$ cat src/rtl/song_recorder.sv
// song_recorder: records key hits, one bit per beat, into three note lanes
// (red, yellow, blue) for the playback shifter. MSB holds the first beat.
// A take is LEAD_IN forced-silent beats followed by live capture until
// SONG_LEN beats have been shifted.
// Optional build macro SONG_RECORDER_EDGE_EN: when defined, each key is
// rising-edge detected, so a held key marks only the beat it was pressed in.
module song_recorder #(
  parameter int SONG_LEN = 100,
  parameter int LEAD_IN  = 13
) (
  input  logic                clock,
  input  logic                reset_b,
  input  logic                beat_tick,
  input  logic                start,
  input  logic [2:0]          keys,
  output logic                recording,
  output logic                done,
  output logic [6:0]          beat_count,
  output logic [SONG_LEN-1:0] red_seq,
  output logic [SONG_LEN-1:0] yellow_seq,
  output logic [SONG_LEN-1:0] blue_seq
);

  typedef enum logic [1:0] {IDLE, LEAD, REC, DONE} state_t;

  // A zero-length lead-in goes straight to capture.
  localparam state_t FIRST = (LEAD_IN == 0) ? REC : LEAD;

  state_t                     state_q, state_d;
  logic [6:0]                 cnt_q, cnt_d;
  logic [2:0][SONG_LEN-1:0]   lane_q, lane_d;   // [2]=red [1]=yellow [0]=blue
  logic [2:0]                 latch_q, latch_d;
  logic [2:0]                 key_eff;
  logic [2:0]                 hit;
  logic [6:0]                 cnt_inc;

`ifdef SONG_RECORDER_EDGE_EN
  logic [2:0] prev_q, prev_d;

  // Key history only tracks while capturing, so a key already held when
  // capture begins still counts once.
  always_comb begin
    prev_d = '0;
    if (state_q == REC && !start) prev_d = keys;
  end

  // Edge-detector history register.
  always_ff @(posedge clock or negedge reset_b) begin
    if (!reset_b) prev_q <= '0;
    else          prev_q <= prev_d;
  end

  assign key_eff = keys & ~prev_q;
`else
  assign key_eff = keys;
`endif

  // A press coincident with the closing tick still belongs to that beat.
  assign hit     = latch_q | key_eff;
  assign cnt_inc = cnt_q + 7'd1;

  // Next-state logic: start overrides everything, including a same-cycle tick.
  always_comb begin
    state_d = state_q;
    cnt_d   = cnt_q;
    lane_d  = lane_q;
    latch_d = latch_q;
    if (start) begin
      state_d = FIRST;
      cnt_d   = '0;
      lane_d  = '0;
      latch_d = '0;
    end else begin
      unique case (state_q)
        LEAD: begin
          latch_d = '0;
          if (beat_tick) begin
            for (int i = 0; i < 3; i++)
              lane_d[i] = {lane_q[i][SONG_LEN-2:0], 1'b0};
            cnt_d = cnt_inc;
            if (cnt_inc == 7'(LEAD_IN)) state_d = REC;
          end
        end
        REC: begin
          if (beat_tick) begin
            for (int i = 0; i < 3; i++)
              lane_d[i] = {lane_q[i][SONG_LEN-2:0], hit[i]};
            latch_d = '0;
            cnt_d   = cnt_inc;
            if (cnt_inc == 7'(SONG_LEN)) state_d = DONE;
          end else begin
            latch_d = hit;
          end
        end
        default: ;  // IDLE and DONE hold everything until start
      endcase
    end
  end

  // State, counter, latch and lane registers.
  always_ff @(posedge clock or negedge reset_b) begin
    if (!reset_b) begin
      state_q <= IDLE;
      cnt_q   <= '0;
      lane_q  <= '0;
      latch_q <= '0;
    end else begin
      state_q <= state_d;
      cnt_q   <= cnt_d;
      lane_q  <= lane_d;
      latch_q <= latch_d;
    end
  end

  assign recording  = (state_q == LEAD) || (state_q == REC);
  assign done       = (state_q == DONE);
  assign beat_count = cnt_q;
  assign red_seq    = lane_q[2];
  assign yellow_seq = lane_q[1];
  assign blue_seq   = lane_q[0];

endmodule

$ cat config.mk
export PLATFORM = sky130hd
export DESIGN_NAME = song_recorder
export DESIGN_NICKNAME = d
export VERILOG_FILES = /design/src/rtl/song_recorder.sv
export SDC_FILE = /design/constraint.sdc
export NUM_CORES = 1
export LEC_CHECK = 0
export CAP_MARGIN = 10
export CORE_MARGIN = 10
export CORE_UTILIZATION = 30
export CTS_CLUSTER_DIAMETER = 150
export CTS_CLUSTER_SIZE = 8
export DETAILED_ROUTE_END_ITERATION = 16
export GPL_ROUTABILITY_DRIVEN = 0
export GPL_TIMING_DRIVEN = 0
export PLACE_DENSITY = 0.64
export SETUP_SLACK_MARGIN = 0.05
export SYNTH_ARGS = -nofsm -noshare
export SYNTH_HDL_FRONTEND = slang
export SYNTH_SLANG_ARGS = --single-unit
$ cat constraint.sdc
create_clock -name clock -period 2.1 [get_ports clock]
set_clock_uncertainty 0.2 [all_clocks]
set_input_delay 0.42 -clock clock [delete_from_list [all_inputs] [get_ports clock]]
set_output_delay 0.42 -clock clock [all_outputs]
set_load 0.01 [all_outputs]
==> results of run 1 <==
==> registers in the layout, indices dropped and copies added, names as in the netlist <==
register and flops:
red_seq 100, yellow_seq 100, beat_count 7, state_q 2
blue_seq 100, latch_q 3
==> Yosys cell counts (all sizes together) <==
| cell type | n |
|---|---|
| nor3 | 4 |
| mux2i | 1 |
| o221ai | 1 |
| or4b | 1 |
| buf | 29 |
| or3 | 1 |
| nand4b | 1 |
| xor2 | 4 |
| o2bb2ai | 1 |
| nand4 | 2 |
| a21oi | 309 |
| ha | 5 |
| inv | 6 |
| or4 | 1 |
| xnor2 | 2 |
| nand3 | 3 |
| nand2 | 608 |
| o21a | 2 |
| nor4 | 1 |
| or2b | 1 |
| o21ai | 5 |
| o311a | 1 |
| o211ai | 3 |
| nor2b | 2 |
| clkbuf | 76 |
| dfrtp | 312 |
| nor2 | 8 |
==> worst paths after layout <==
check | startpoint | end | slack (ps) | depth (start not counted)
worst max-delay path | beat_count[0]$_DFFE_PN0P_ | state_q[0]$_DFFE_PN0P_ | -50 | 6
worst min-delay path | start | state_q[0]$_DFFE_PN0P_ | 220 | 2
worst max register to register | beat_count[0]$_DFFE_PN0P_ | state_q[0]$_DFFE_PN0P_ | -50 | 6
worst min register to register | red_seq[99]$_DFFE_PN0P_ | red_seq[99]$_DFFE_PN0P_ | 330 | 2
max in group asynchronous | reset_b | red_seq[72]$_DFFE_PN0P_ | 270 | 3
min in group asynchronous | reset_b | blue_seq[45]$_DFFE_PN0P_ | 390 | 2
==> area by class of cell <==
class | instances | area share, %
clock buffer | 46 | 6.35
multi-input combinational | 967 | 24.6
inverter | 6 | 0.155
sequential | 312 | 43.9
buffer | 104 | 4.35
timing repair buffer | 332 | 16.8
tap | 532 | 3.74
==> cell usage in the layout, fill, tap and decap left out, types with 2 or more instances in the layout <==
master	n
nand4_1	2
a21oi_2	27
xnor2_1	2
nor3_1	3
buf_12	5
clkbuf_1	36
nand2_1	605
dfrtp_2	5
dlygate4sd2_1	307
o211ai_1	3
clkbuf_2	20
o21ai_0	4
nor2_1	7
nand2_2	2
clkbuf_16	47
buf_8	11
buf_2	11
clkdlybuf4s50_1	4
buf_6	21
dfrtp_1	307
clkbuf_4	7
inv_1	3
ha_4	4
o21a_1	2
buf_4	9
buf_16	2
a21oi_1	282
xor2_1	4
nand3_1	3
inv_4	2
==> power by group <==
part / leakage (nW) / total, mW / internal (mW) / switching (mW)
Sequential: 4.35 / 6.11 / 6.06 / 0.0470
Clock: 0.556 / 6.18 / 3.73 / 2.45
Combinational: 3.82 / 3.12 / 1.09 / 2.03
Total: 8.72 / 15.4 / 10.9 / 4.53
==> per-stage QoR <==
step                      util [%]  setup slack [ps]  total power [mW]  instance area, um^2
after floorplan                  -              24.6              7.55                12500
after global placement        39.8            -14540              8.42                16300
after detailed placement      39.9             -1030              8.45                16300
after CTS                     42.5             -68.4              15.2                17400
after global routing          43.5              -159              16.1                17800
final                         43.5             -45.4              15.4                17800
==> cell families after synthesis <==
family | count (synthesis) | share of synthesized area (%)
muxes | 1 | 0.0804
adders and majority gates | 5 | 0.502
AOI/OAI and AO/OA | 322 | 13.1
and+or+nand+nor | 633 | 19.5
buffers and inverters | 111 | 3.69
DFF | 312 | 62.7
xor gates and xnor gates | 6 | 0.422
==> per-layer routing <==
metal	part of all wire, %	wire (um)	track usage [%]	up-vias
met1	43	17400	19.5	5432
met2	47	19100	25.3	287
met5	0	0	0	-
met3	8.2	3340	5.69	54
li1	-	-	-	5227
met4	2.1	866	4.69	0
==> timing repair <==
item	CTS	global route
hold endpoints to repair	116	0
pin swaps	1	4
setup endpoints to repair	610	293
gates cloned	1	2
resized for setup	419	96
setup buffers	6	6
hold buffers	1	0
==> results.txt, run 1 <==
outcome: complete, but fails checks
failing checks: setup timing
die height: 224 um
placed cell count: 2238
non-filler cells, final: 2299
Critical path buffers and inverters: 0
Initial Util: 30.4%
Setup WS post-layout: -45.4 ps
power per cell area: 867 mW/mm^2
Synth area leader: dfrtp_1
largest buffer count on any clock path: 3
Tmin final: 2150 ps
clock buffer count from CTS: 44
Worst slew margin: 38.0%
register area share after synthesis: 62.7%
maxcap violations: 0
later-pin clock latency in the skew report: 550 ps
element type at the critical path end: register
diode count: 0
area grow syn2layout: 42.8%
cells along the critical path: ha_4 > xor2_1 > or4b_1 > nor4_2 > o2bb2ai_1 > o311a_1
GRT Residual Overflow: 0
Setup TNS: -46.5 ps
initial antenna violation count: 1
Hold Violations, Final: 0
Clock Sinks: 312
area of the mapped netlist: 0.0125 mm^2
Worst-path clk slew: 50 ps
# nets final: 1779
# H-tree levels: 2
CTS tree: yes
Slowest cell on crit path: or4b_1
maximum VDD drop: 462 uV
# setup viols final: 2
DRC: 0
dpl hpwl: 28700 um
IO Port Bufs: 314
FF+latch count, synth: 312
Critical Path Source Type: register
Yosys top cell area share: 62.7%
syn nets: 1402
Post-Syn Instances: 1390
Hold WC Path Type: in -> reg
via/cell ratio: 4.78
Leak Pwr: 8.72 nW
GRT Util Overall: 15.7%
critical path class: reg -> reg
ANT nets after route: 0
TritonRoute pass-1 iters: 7
worst slew pin tran: 930 ps
Post-Route WL: 40700 um
first-pass GRT wire length: 64000 um
register area: 0.00781 mm^2
vias in the first global route: 11068
CP arrival: 2370 ps
fin crit share: 102%
RSZ-0062 raised after global routing: yes
Chip Width: 224 um
Die ar.: 0.0501 mm^2
critical-path maximum fanout: 6
Root Driver: clkbuf_16
delay-heaviest family, CP: simple AND/OR/NAND/NOR gates
Yosys cell types: 28
Iteration-0 DRC Markers: 729
largest net degree at the start of global routing: 119
fmax: 466 MHz
yosys synthesis warning count: 0
vias post-DR: 11000
# rows: 74
DR WL/cell: 17.7 um
Synth area leaders: dfrtp_1 63%, nand2_1 18%, a21oi_1 12%
Core ar.: 0.0409 mm^2
pins over their slew limit: 0
Crit path largest cell delay: 460 ps
Worst EP required: 2330 ps
synthesized area per cell: 8.96 um^2
fill count: 4072
multi-input logic area: 0.00438 mm^2
io pins: 316
hold_ws: 220 ps
share of cells above drive strength 1: 10.3%
(Power assumes the default switching activity.)
==> inputs of run 2 (changes only) <==
- CTS_CLUSTER_DIAMETER: 150 -> default
==> results.txt, run 2 (synthesis gave the netlist of run 1 again) <==
CP arrival: 2370 ps (about the same)
# setup viols final: 2 (unchanged)
fin crit share: 102% (-0.33 points)
GRT Util Overall: 15.7% (-0.043 points)
hold path depth: 2 (unchanged)
Placed Area: 0.0163 mm^2 (unchanged)
Hold WC Path Type: in -> reg
GR peak layer: met2
register area: 0.00782 mm^2 (about the same)
vias in the first global route: 11023 (-0.41%)
Iteration-0 DRC Markers: 683 (-6.3%)
outcome: complete, but fails checks
power per cell area: 876 mW/mm^2 (+1.1%)
# nets final: 1780 (+0.056%)
Worst EP required: 2340 ps (about the same)
GR Layer Usage met2: 25.1% (-0.23 points)
critical-path maximum fanout: 6 (unchanged)
element type at the critical path end: register
fmax: 468 MHz (+0.33%)
commonest non-fill, non-tap cell in the layout: nand2_1
Post-Place Worst Slack: -1030 ps (unchanged)
RSZ-0062 raised after global routing: yes
dpl hpwl: 28700 um (unchanged)
crit path to: state_q[0]$_DFFE_PN0P_
delay-heaviest family, CP: simple AND/OR/NAND/NOR gates
share of cells above drive strength 1: 9.94% (-0.36 points)
most frequent cells in the layout: 606 x nand2_1, 306 x dfrtp_1, 306 x dlygate4sd2_1
worst reg2reg startpoint: beat_count[0]$_DFFE_PN0P_
Tmin final: 2140 ps (-7.00 ps)
Leak Pwr: 8.74 nW (+0.18%)
Setup WS post-layout: -38.4 ps (+7.00 ps)
worst slew pin tran: 917 ps (-13.4 ps)
Worst-path clk slew: 50 ps (about the same)
critical path startpoint: beat_count[0]$_DFFE_PN0P_
Hold Violations, Final: 0 (unchanged)
Total Power: 15.6 mW (+1.0%)
# H-tree levels: 2 (unchanged)
# rows: 74 (unchanged)
R2R depth: 6 (unchanged)
critical path depth in cells: 6 (unchanged)
met1 usage: 19.4% (about the same)
vias post-DR: 11040 (+0.36%)
ANT nets after route: 0 (unchanged)
final instance area: 0.0178 mm^2 (about the same)
maximum VDD drop: 704 uV (+52%)
Core ar.: 0.0409 mm^2 (unchanged)
r2r setup slk: -40 ps (about the same)
initial antenna violation count: 1 (unchanged)
largest buffer count on any clock path: 3 (unchanged)
failing checks: setup timing
first-pass GRT wire length: 63700 um (-0.36%)
clock buffer count from CTS: 45 (+2.3%)
Critical Path Source Type: register
multi-input logic area: 0.00435 mm^2 (-0.83%)
CTS tree: yes
area grow syn2layout: 42.8% (about the same)
largest net degree at the start of global routing: 119 (unchanged)
met3 usage: 5.63% (-0.065 points)
Crit path largest cell delay: 470 ps (about the same)
Chip Width: 224 um (unchanged)
pins over their slew limit: 0 (unchanged)
GRT Residual Overflow: 0 (unchanged)
diode count: 0 (unchanged)
Post-Route WL: 40500 um (-0.69%)
Clock Sinks: 312 (unchanged)
IO Port Bufs: 314 (unchanged)
Critical path buffers and inverters: 0 (unchanged)
io pins: 316 (unchanged)
TritonRoute pass-1 iters: 6 (-1)
Initial Util: 30.4% (unchanged)
DR WL/cell: 17.6 um (-0.87%)
maxcap violations: 0 (unchanged)
fill count: 4087 (+0.37%)
Die ar.: 0.0501 mm^2 (unchanged)
Worst slew margin: 38.9% (+0.89 points)
Hold Crit Start: start
later-pin clock latency in the skew report: 550 ps (about the same)
DRC: 0 (unchanged)
via/cell ratio: 4.79 (+0.19%)
Slowest cell on crit path: or4b_1
worst r2r dst: state_q[0]$_DFFE_PN0P_
Root Driver: clkbuf_16
die height: 224 um (unchanged)
cells along the critical path: ha_4 > xor2_1 > or4b_1 > nor4_2 > o2bb2ai_1 > o311a_1
critical path class: reg -> reg
Layout Utilization: 43.5% (about the same)
==> run 2: through the flow <==
step | setup TNS (ps) | hold WS [ps] | cells
after CTS | -87.7 | 189 | 2295
after detailed placement | -261790 | 329 | 2238
after global routing | -323 | 275 | 2303
after global placement | -4419810 | 314 | 2236
after floorplan | 0 | -75.6 | 1390
final | -46.3 | 211 | 2303
==> run 2: worst min-delay path by stage <==
stage	end	slack (ps)
2_1_floorplan	beat_count[0]$_DFFE_PN0P_	-80
3_3_place_gp	yellow_seq[99]$_DFFE_PN0P_	310
3_5_place_dp	red_seq[99]$_DFFE_PN0P_	330
4_1_cts	state_q[0]$_DFFE_PN0P_	190
5_1_grt	state_q[0]$_DFFE_PN0P_	280
6_report	state_q[0]$_DFFE_PN0P_	210
==> run 2: worst register-to-register path, cell delays in order, from the launching register on <==
cell and delay (ps):
dfrtp_2 440, ha_4 200, xor2_1 140, or4b_1 470, nor4_2 180, o2bb2ai_1 130, o311a_1 290
==> run 2: power by group <==
part	internal, mW	total (mW)	switching (mW)
Sequential	6.06	6.11	0.0465
Combinational	1.07	3.08	2.01
Clock	3.91	6.39	2.47
Total	11.0	15.6	4.53
==> run 2: cell type report <==
cell class,instances,share of cell area (%)
inverters,6,0.155
well taps,532,3.74
multi-input cells,967,24.4
repair buffers,332,16.8
flip-flops and latches,312,43.9
clock inverters,1,0.169
clock buffers,49,6.47
plain buffers,104,4.26
==> run 2: what timing repair did <==
action                                  CTS  global route
hold endpoints to repair                116             0
resized for setup                       417            86
hold buffers                              1             0
pin swaps                                 1             4
endpoints found under the setup margin  610           290
setup buffers                             6             6
gates cloned                              1             2
==> run 2: routing by layer <==
layer  up-vias  part of all wire (%)
li1       5236                     -
met1      5434                    43
met5         -                     0
met2       310                    47
met4         0                   2.4
met3        60                   8.1
==> inputs of run 3 (changes only) <==
- CORE_MARGIN: 10 -> 5
==> results.txt, run 3 (synthesis gave the netlist of run 1 again) <==
maximum VDD drop: 556 uV (-21%)
TritonRoute pass-1 iters: 5 (-1)
Post-Route WL: 38600 um (-4.6%)
Placed Area: 0.0163 mm^2 (unchanged)
# nets final: 1776 (-0.22%)
commonest non-fill, non-tap cell in the layout: nand2_1
maxcap violations: 0 (unchanged)
io pins: 316 (unchanged)
Worst-path clk slew: 50 ps (about the same)
Worst EP required: 2320 ps (-20 ps)
via/cell ratio: 4.71 (-1.7%)
dpl hpwl: 27000 um (-6.2%)
element type at the critical path end: register
IO Port Bufs: 314 (unchanged)
power per cell area: 872 mW/mm^2 (-0.36%)
share of cells above drive strength 1: 8.87% (-1.1 points)
later-pin clock latency in the skew report: 550 ps (about the same)
worst slew pin tran: 895 ps (-21.8 ps)
DRC: 0 (unchanged)
Worst slew margin: 40.3% (+1.5 points)
diode count: 0 (unchanged)
Crit path largest cell delay: 490 ps (+20 ps)
Iteration-0 DRC Markers: 798 (+17%)
Layout Utilization: 43.1% (-0.38 points)
Die ar.: 0.0457 mm^2 (-8.7%)
Critical path buffers and inverters: 0 (unchanged)
outcome: complete, but fails checks
Hold Violations, Final: 0 (unchanged)
CTS tree: yes
GR peak layer: met2
Slowest cell on crit path: or4b_4
die height: 214 um (-4.5%)
largest net degree at the start of global routing: 116 (-2.5%)
vias post-DR: 10843 (-1.8%)
GRT Residual Overflow: 0 (unchanged)
cells along the critical path: ha_4 > xor2_1 > or4b_4 > nor4_4 > o2bb2ai_2 > o311a_1
# H-tree levels: 2 (unchanged)
initial antenna violation count: 0 (-1)
Critical Path Source Type: register
delay-heaviest family, CP: simple AND/OR/NAND/NOR gates
CP arrival: 2420 ps (+50 ps)
most frequent cells in the layout: 608 x nand2_1, 307 x a21oi_1, 307 x dfrtp_1
first-pass GRT wire length: 60600 um (-4.9%)
Leak Pwr: 8.70 nW (-0.39%)
critical-path maximum fanout: 5 (-1)
failing checks: setup timing
# rows: 74 (unchanged)
hold_ws: 234 ps (+23.8 ps)
GRT Util Overall: 16.6% (+0.88 points)
Clock Sinks: 312 (unchanged)
GR Layer Usage met2: 26.0% (+0.90 points)
DR WL/cell: 16.8 um (-4.6%)
largest buffer count on any clock path: 3 (unchanged)
clock buffer count from CTS: 45 (unchanged)
critical path class: reg -> reg
Setup WS post-layout: -97.6 ps (-59.3 ps)
area grow syn2layout: 41.5%
final instance area: 0.0176 mm^2 (-0.87%)
Initial Util: 30.4% (unchanged)
Hold WC Path Type: in -> reg
Chip Width: 214 um (-4.5%)
fill count: 4096 (+0.22%)
RSZ-0062 raised after global routing: yes
Tmin final: 2200 ps (+59.3 ps)
met3 usage: 5.18% (-0.45 points)
Root Driver: clkbuf_16
Core ar.: 0.0409 mm^2 (unchanged)
vias in the first global route: 10681 (-3.1%)
Total Power: 15.4 mW (-1.2%)
fin crit share: 105% (+2.8 points)
met1 usage: 21.9% (+2.5 points)
pins over their slew limit: 0 (unchanged)
fmax: 455 MHz (-2.7%)
# setup viols final: 2 (unchanged)
ANT nets after route: 0 (unchanged)
==> run 3: cell count changes in the layout (fill, tap and decap cells not counted), moves of 4 or more <==
cell and change:
a21oi_1 +16, a21oi_2 -16, buf_12 -4, buf_4 +19, buf_6 -17, clkbuf_2 -16
clkbuf_4 +15
==> run 3: worst paths after layout <==
path / start / to / depth (start not counted) / slack, ps
hold / removal: start / state_q[0]$_DFFE_PN0P_ / 2 / 230
setup reg to reg: beat_count[1]$_DFFE_PN0P_ / state_q[0]$_DFFE_PN0P_ / 6 / -100
max in group asynchronous: reset_b / yellow_seq[23]$_DFFE_PN0P_ / 3 / 340
min in group asynchronous: reset_b / blue_seq[41]$_DFFE_PN0P_ / 2 / 330
setup / recovery: beat_count[1]$_DFFE_PN0P_ / state_q[0]$_DFFE_PN0P_ / 6 / -100
hold reg to reg: yellow_seq[99]$_DFFE_PN0P_ / yellow_seq[99]$_DFFE_PN0P_ / 2 / 330
==> run 3: layout make-up <==
class / instances / area, um^2 / share of cell area (%)
clock buffers: 51 / 1190 / 6.76
clock inverters: 2 / 17.5 / 0.0994
inverters: 6 / 22.5 / 0.128
plain buffers: 104 / 702 / 3.98
flip-flops and latches: 312 / 7810 / 44.3
repair buffers: 328 / 2920 / 16.6
multi-input cells: 967 / 4290 / 24.4
well taps: 532 / 666 / 3.78
==> run 3: worst register-to-register path, stage by stage (launching register included) <==
cell and delay, ps:
dfrtp_2 440, ha_4 190, xor2_1 150, or4b_4 490, nor4_4 190, o2bb2ai_2 110
o311a_1 300
==> run 3: repair_timing <==
action | in CTS | in global routing
endpoints found under the hold margin | 92 | 0
resized for setup | 411 | 77
endpoints found under the setup margin | 611 | 302
hold buffers | 1 | 0
gates cloned | 1 | 0
pin swaps | 0 | 2
setup buffers | 7 | 3
==> run 3: per-layer routing <==
| layer | up-vias | part of all wire, % | wire length [um] |
|---|---|---|---|
| met4 | 0 | 2.8 | 1080 |
| met2 | 283 | 47 | 18100 |
| met1 | 5270 | 43 | 16500 |
| met5 | - | 0 | 0 |
| li1 | 5225 | - | - |
| met3 | 65 | 7.5 | 2900 |
==> run 3: stage by stage <==
stage / worst slack (ps) / instances / TNS [ps]
2_1_floorplan: 24.6 / 1390 / 0
3_3_place_gp: -14480 / 2236 / -4402420
3_5_place_dp: -995 / 2238 / -260830
4_1_cts: -118 / 2299 / -369
5_1_grt: -177 / 2302 / -282
6_report: -97.6 / 2302 / -100
==> run 3: where the power goes <==
part | leakage [nW] | internal, mW | switching, mW
combinational | 3.76 | 0.915 | 1.92
clock | 0.593 | 3.93 | 2.51
sequential | 4.35 | 6.06 | 0.0414
==> variant 1: new RTL, settings of run 3 <==
Change the parameter `SONG_LEN` from 100 to 150.
--- a/src/rtl/song_recorder.sv
+++ b/src/rtl/song_recorder.sv
@@ -6,5 +6,5 @@
 // rising-edge detected, so a held key marks only the beat it was pressed in.
 module song_recorder #(
-  parameter int SONG_LEN = 100,
+  parameter int SONG_LEN = 150,
   parameter int LEAD_IN  = 13
 ) (
Ports: changed (resized blue_seq, red_seq and yellow_seq); port bits go from 316 to 466. No check against the original RTL was run, so the function may have changed too.
==> variant 1 against run 3 <==
- final area is 51% higher
- setup slack improved by 0.11 ns
- synthesized area increased by 50%
- worst hold slack lost 0.17 ns
- power is 42% higher
- highest routed layer is now met5
- combinational power shrank 7.0%
- largest power group unchanged
- sequential cell count grew 150
- routed wire length increased by 61%
- synthesized cell count grew 46%
==> variant 1: results (changes against run 3) <==
Detailed routing
  – Vias/cell: 4.74 (was 4.71)
  – Final wirelength: 62200 µm (was 38600 µm)
  – Max layer used: met5 (was met4)
  – Routed length on met1: 25700 µm (was 16500 µm)
  – Met3 WL: 3800 µm (was 2900 µm)
  – Met2 wire len: 30500 µm (was 18100 µm)

Logic synthesis
  – Synth Register Bits: 462 (was 312)
  – Yosys cell types: 33 (was 28)
  – Synth top area cells: dfrtp_1 (62%), nand2_1 (18%), a21oi_1 (12%) (was dfrtp_1 (63%), nand2_1 (18%), a21oi_1 (12%))
  – Synth Area in XOR/XNOR: 0.322% (was 0.422%)
  – Area fraction in compound gates after synthesis: 12.8% (was 13.1%)
  – Sequential area share after synthesis: 61.9% (was 62.7%)
  – Post-Synth Adder-Cell Area: 0.402% (was 0.502%)

Run status
  – Run status: finished clean (was complete, but fails checks)

Finish
  – Non-clk buf share: 22.0% (was 20.6%)
  – Multi-In Gates: 1415 (was 967)
  – Clock-cell share of area: 7.30% (was 6.86%)
  – Total Nets Final: 2606 (was 1776)
  – Number of non-clock buffers: 640 (was 432)
  – Util after Layout: 43.1% (about the same)
  – Fraction of area in multi-input gates: 23.2% (was 24.4%)
  – Clkbuf count: 78 (was 51)
  – FF/Latch Area: 11600 µm² (was 7810 µm²)
  – Inverter count: 5 (was 6)

Placement
  – Placed wire-length estimate: 44200 µm (was 27000 µm)
  – IO buf count: 464 (was 314)
  – DP Area: 24500 µm² (was 16300 µm²)

Pwr
  – Leakage: 13.1 nW (was 8.70 nW)
  – VDD IR-drop max: 0.000444 V (was 0.000556 V)
  – Clk pwr: 10.2 mW (was 6.44 mW)
  – Clock network fraction of total power: 46.9% (was 41.9%)
  – Net switching power: 5.60 mW (was 4.48 mW)

Clocking
  – H-tree depth: 3 (was 2)
  – Clock insertion delay at the later pin of the skew report: 0.58 ns (was 0.55 ns)
  – CTS buffer count: 69 (was 45)

Global route
  – Met1 Track Usage GR: 22.3% (was 21.9%)
  – Met3 Track Usage GR: 4.51% (was 5.18%)
  – First-pass GRT wire length: 95600 µm (was 60600 µm)
  – Initial antenna violation count: 3 (was 0)
  – Gr usage total: 17.7% (was 16.6%)
  – M2 GR Usage: 29.5% (was 26.0%)
  – Largest net degree at the start of global routing: 120 (was 116)
  – Vias in the first global route: 16.1k (was 10.7k)

Critical path
  – R2R setup slack: 0.08 ns (was -0.1 ns)
  – Slowest-stage cell, CP: dfrtp_1 (was or4b_4)
  – Setup crit start: state_q[0]$_DFFE_PN0P_ (was beat_count[1]$_DFFE_PN0P_)
  – R2r startpoint: state_q[1]$_DFFE_PN0P_ (was beat_count[1]$_DFFE_PN0P_)
  – R2R depth: 9 (was 6)
  – Setup crit end: recording (was state_q[0]$_DFFE_PN0P_)
  – CP Class: reg2out (was reg2reg)
  – Arr. time, crit path: 1.47 ns (was 2.42 ns)

Timing
  – Worst-Margin Slew: 0.697 ns (was 0.895 ns)
variant 1: repair_timing:
action / in CTS / in global routing
buffers inserted: 11 / 3
pin swaps: 3 / 3
setup endpoints to repair: 909 / 545
hold buffers: 1 / 0
hold endpoints to repair: 248 / 0
resized for setup: 535 / 139
gates cloned: 0 / 6
variant 1: metrics by stage:
stage / hold WS (ns) / TNS, ns / worst slack (ns) / instances / power, mW
floorplan: -0.0756 / 0 / 0.130 / 2034 / 10.4
global placement: 0.316 / -9376.04 / -19.86 / 3335 / 11.2
detailed placement: 0.0700 / -257.45 / -0.809 / 3339 / 11.2
CTS: 0.0206 / -0.0845 / -0.0845 / 3435 / 21.9
global route: 0.0628 / -0.0830 / -0.0625 / 3443 / 22.8
finish: 0.0688 / 0 / 0.00975 / 3443 / 21.8
==> variant 2: new RTL, flow settings as in run 3 <==
Made on the original files. Encoding of `state_t`: now one-hot (4 bits for 4 states).
--- a/src/rtl/song_recorder.sv
+++ b/src/rtl/song_recorder.sv
@@ -22,5 +22,5 @@
 );
 
-  typedef enum logic [1:0] {IDLE, LEAD, REC, DONE} state_t;
+  typedef enum logic [3:0] {IDLE = 4'b0001, LEAD = 4'b0010, REC = 4'b0100, DONE = 4'b1000} state_t;
 
   // A zero-length lead-in goes straight to capture.
Function: no difference found for any inputs over 4 cycles, from zero or initial values and one cycle with reset_b low; so few cycles prove little.
==> variant 2 against run 3 <==
- the run still ends with negative setup slack left
- maximum frequency up 3.7%
- first-iteration DRC count rose by 10%
- synthesized area grew 0.92%
- count of clock-buffer cells in the layout fell by 2
- routed wire length grew 0.82%
- final area is 0.91% higher
- sequential cell count is 2 higher
- critical path depth down 2
- setup slack gained 0.078 ns
- highest routed layer unchanged
Power is not compared: it rests on default switching activity, and its combinational part moved more than twofold at a synthesized area within 25%.
==> variant 2: results (changes against run 3) <==
Logic synthesis
  – Yosys cell types: 31 (was 28)
  – Top post-synthesis cells by count: nand2_1 (605), dfrtp_1 (313), a21oi_1 (307) (was nand2_1 (608), dfrtp_1 (312), a21oi_1 (309))
  – Area leader, netlist: dfrtp_1 (unchanged)
  – Sequential area share after synthesis: 62.5% (was 62.7%)
  – Synth top area cells: dfrtp_1 (62%), nand2_1 (18%), a21oi_1 (12%) (was dfrtp_1 (63%), nand2_1 (18%), a21oi_1 (12%))
  – Syn_nets: 1401 (was 1402)

Clocking
  – CTS buffer count: 45 (unchanged)
  – Clock buffer depth: 3 (unchanged)
  – H-tree depth: 2 (unchanged)

Finish
  – Total Nets Final: 1777 (was 1776)
  – Number of fill cells: 4176 (was 4096)
  – Layout cells sized above 1: 9.77% (was 8.87%)

Detailed routing
  – Number of detailed-route iterations in the first pass: 5 (unchanged)
  – Vias: 11.0k (was 10.8k)
  – Met2 wire len: 18700 µm (was 18100 µm)
  – Initial DRC Count: 881 (was 798)
  – Met3 WL: 2500 µm (was 2900 µm)
  – Routed length on met1: 16700 µm (was 16500 µm)
  – Final wirelength: 38900 µm (was 38600 µm)

Timing
  – Final worst slack: -0.0197 ns (was -0.0976 ns)
  – Final setup fails: 1 (was 2)
  – Total negative slack: -0.0197 ns (was -0.100 ns)
  – Worst-Margin Slew: 0.701 ns (was 0.895 ns)

Global route
  – Met3 Track Usage GR: 4.53% (was 5.18%)
  – Met1 Track Usage GR: 21.3% (was 21.9%)
  – Largest net degree at the start of global routing: 93 (was 116)
  – Gr usage total: 16.4% (was 16.6%)
  – First-pass GRT wire length: 62000 µm (was 60600 µm)
  – Initial antenna violation count: 1 (was 0)
  – M2 GR Usage: 26.5% (was 26.0%)

Placement
  – Pre-CTS setup slack: -1.08 ns (was -0.995 ns)
  – Placed wire-length estimate: 26900 µm (was 27000 µm)
  – DP Area: 16500 µm² (was 16300 µm²)

Critical path
  – Crit-path max FO: 5 (unchanged)
  – Crit path largest cell delay: 0.47 ns (was 0.49 ns)
  – CP top delay family: flip-flops (was simple AND/OR/NAND/NOR gates)
  – Slowest-stage cell, CP: dfrtp_2 (was or4b_4)
  – Arr. time, crit path: 1.50 ns (was 2.42 ns)

Run status
  – Failing checks: negative setup slack (unchanged)
  – Run status: complete, but fails checks (unchanged)
variant 2: changes by cell type after synthesis, moves of 3 or more:
cell             run 3  this run
or3_1                1         6
clkbuf_4             0         4
o211ai_1             3         0
buf_4                0        14
clkbuf_1            76        56
and3_1               0         4
nor3_1               4         1
ha_1                 5         2
nor2_1               8        11
nand2_1            608       605
variant 2: repair_timing:
item / in CTS / in global routing
pin swaps: 2 / 2
endpoints found under the setup margin: 592 / 279
setup buffers: 8 / 1
gates cloned: 0 / 2
endpoints found under the hold margin: 71 / 0
hold buffers: 1 / 0
resized for setup: 364 / 91
variant 2: area by class of cell:
class / instances / area share [%]
Buffer: 103 / 4.09
Clock buffer: 49 / 6.41
Timing Repair Buffer: 329 / 16.8
Multi-Input combinational cell: 970 / 24.6
Sequential cell: 314 / 44.2
Inverter: 5 / 0.106
Clock inverter: 1 / 0.0281
Antenna cell: 1 / 0.0141
Tap cell: 539 / 3.79
variant 2: per-stage QoR:
| step | power (mW) | instances | hold WS (ns) |
|---|---|---|---|
| 3_3_place_gp | 6.74 | 2245 | 0.292 |
| 5_1_grt | 13.5 | 2311 | 0.196 |
| 4_1_cts | 13.1 | 2307 | 0.143 |
| 6_report | 12.9 | 2311 | 0.196 |
| 2_1_floorplan | 6.45 | 1392 | -0.0756 |
| 3_5_place_dp | 6.75 | 2248 | 0.234 |
variant 2: cells by family after synthesis:
group | after synthesis | synth area share [%]
XOR/XNOR | 7 | 0.488
AO/OA/AOI/OAI | 318 | 12.8
AND/OR/NAND/NOR | 642 | 19.7
multiplexers | 1 | 0.0896
adder cells (fa/ha/maj) | 2 | 0.199
buffers and inverters | 108 | 4.20
flip-flops | 314 | 62.5
variant 2: worst paths after layout:
kind	start	endpoint	slack, ns	cells past startpoint
max reg2reg	beat_count[1]$_DFFE_PN0P_	state_q[1]$_DFFE_PN0P_	0	5
min	start	beat_count[5]$_DFFE_PN0P_	0.20	3
max in group asynchronous	reset_b	yellow_seq[64]$_DFFE_PN0P_	0.56	3
min reg2reg	blue_seq[99]$_DFFE_PN0P_	blue_seq[99]$_DFFE_PN0P_	0.32	2
min in group asynchronous	reset_b	blue_seq[77]$_DFFE_PN0P_	0.22	2
max	state_q[1]$_DFFE_PN0P_	recording	-0.02	4
variant 2: tightest hold or removal path, delay by kind of cell:
kind,cells,cell delay (ns)
multiplexers,1,0.14
AND/OR/NAND/NOR,1,0.13
buffers and inverters,1,0.21
variant 2: report_power, final:
group / internal (mW) / switching, mW / leakage [nW]
Clock: 3.75 / 2.45 / 0.563
Sequential: 6.07 / 0.00685 / 4.37
Combinational: 0.176 / 0.479 / 3.79
Total: 10.0 / 2.94 / 8.73
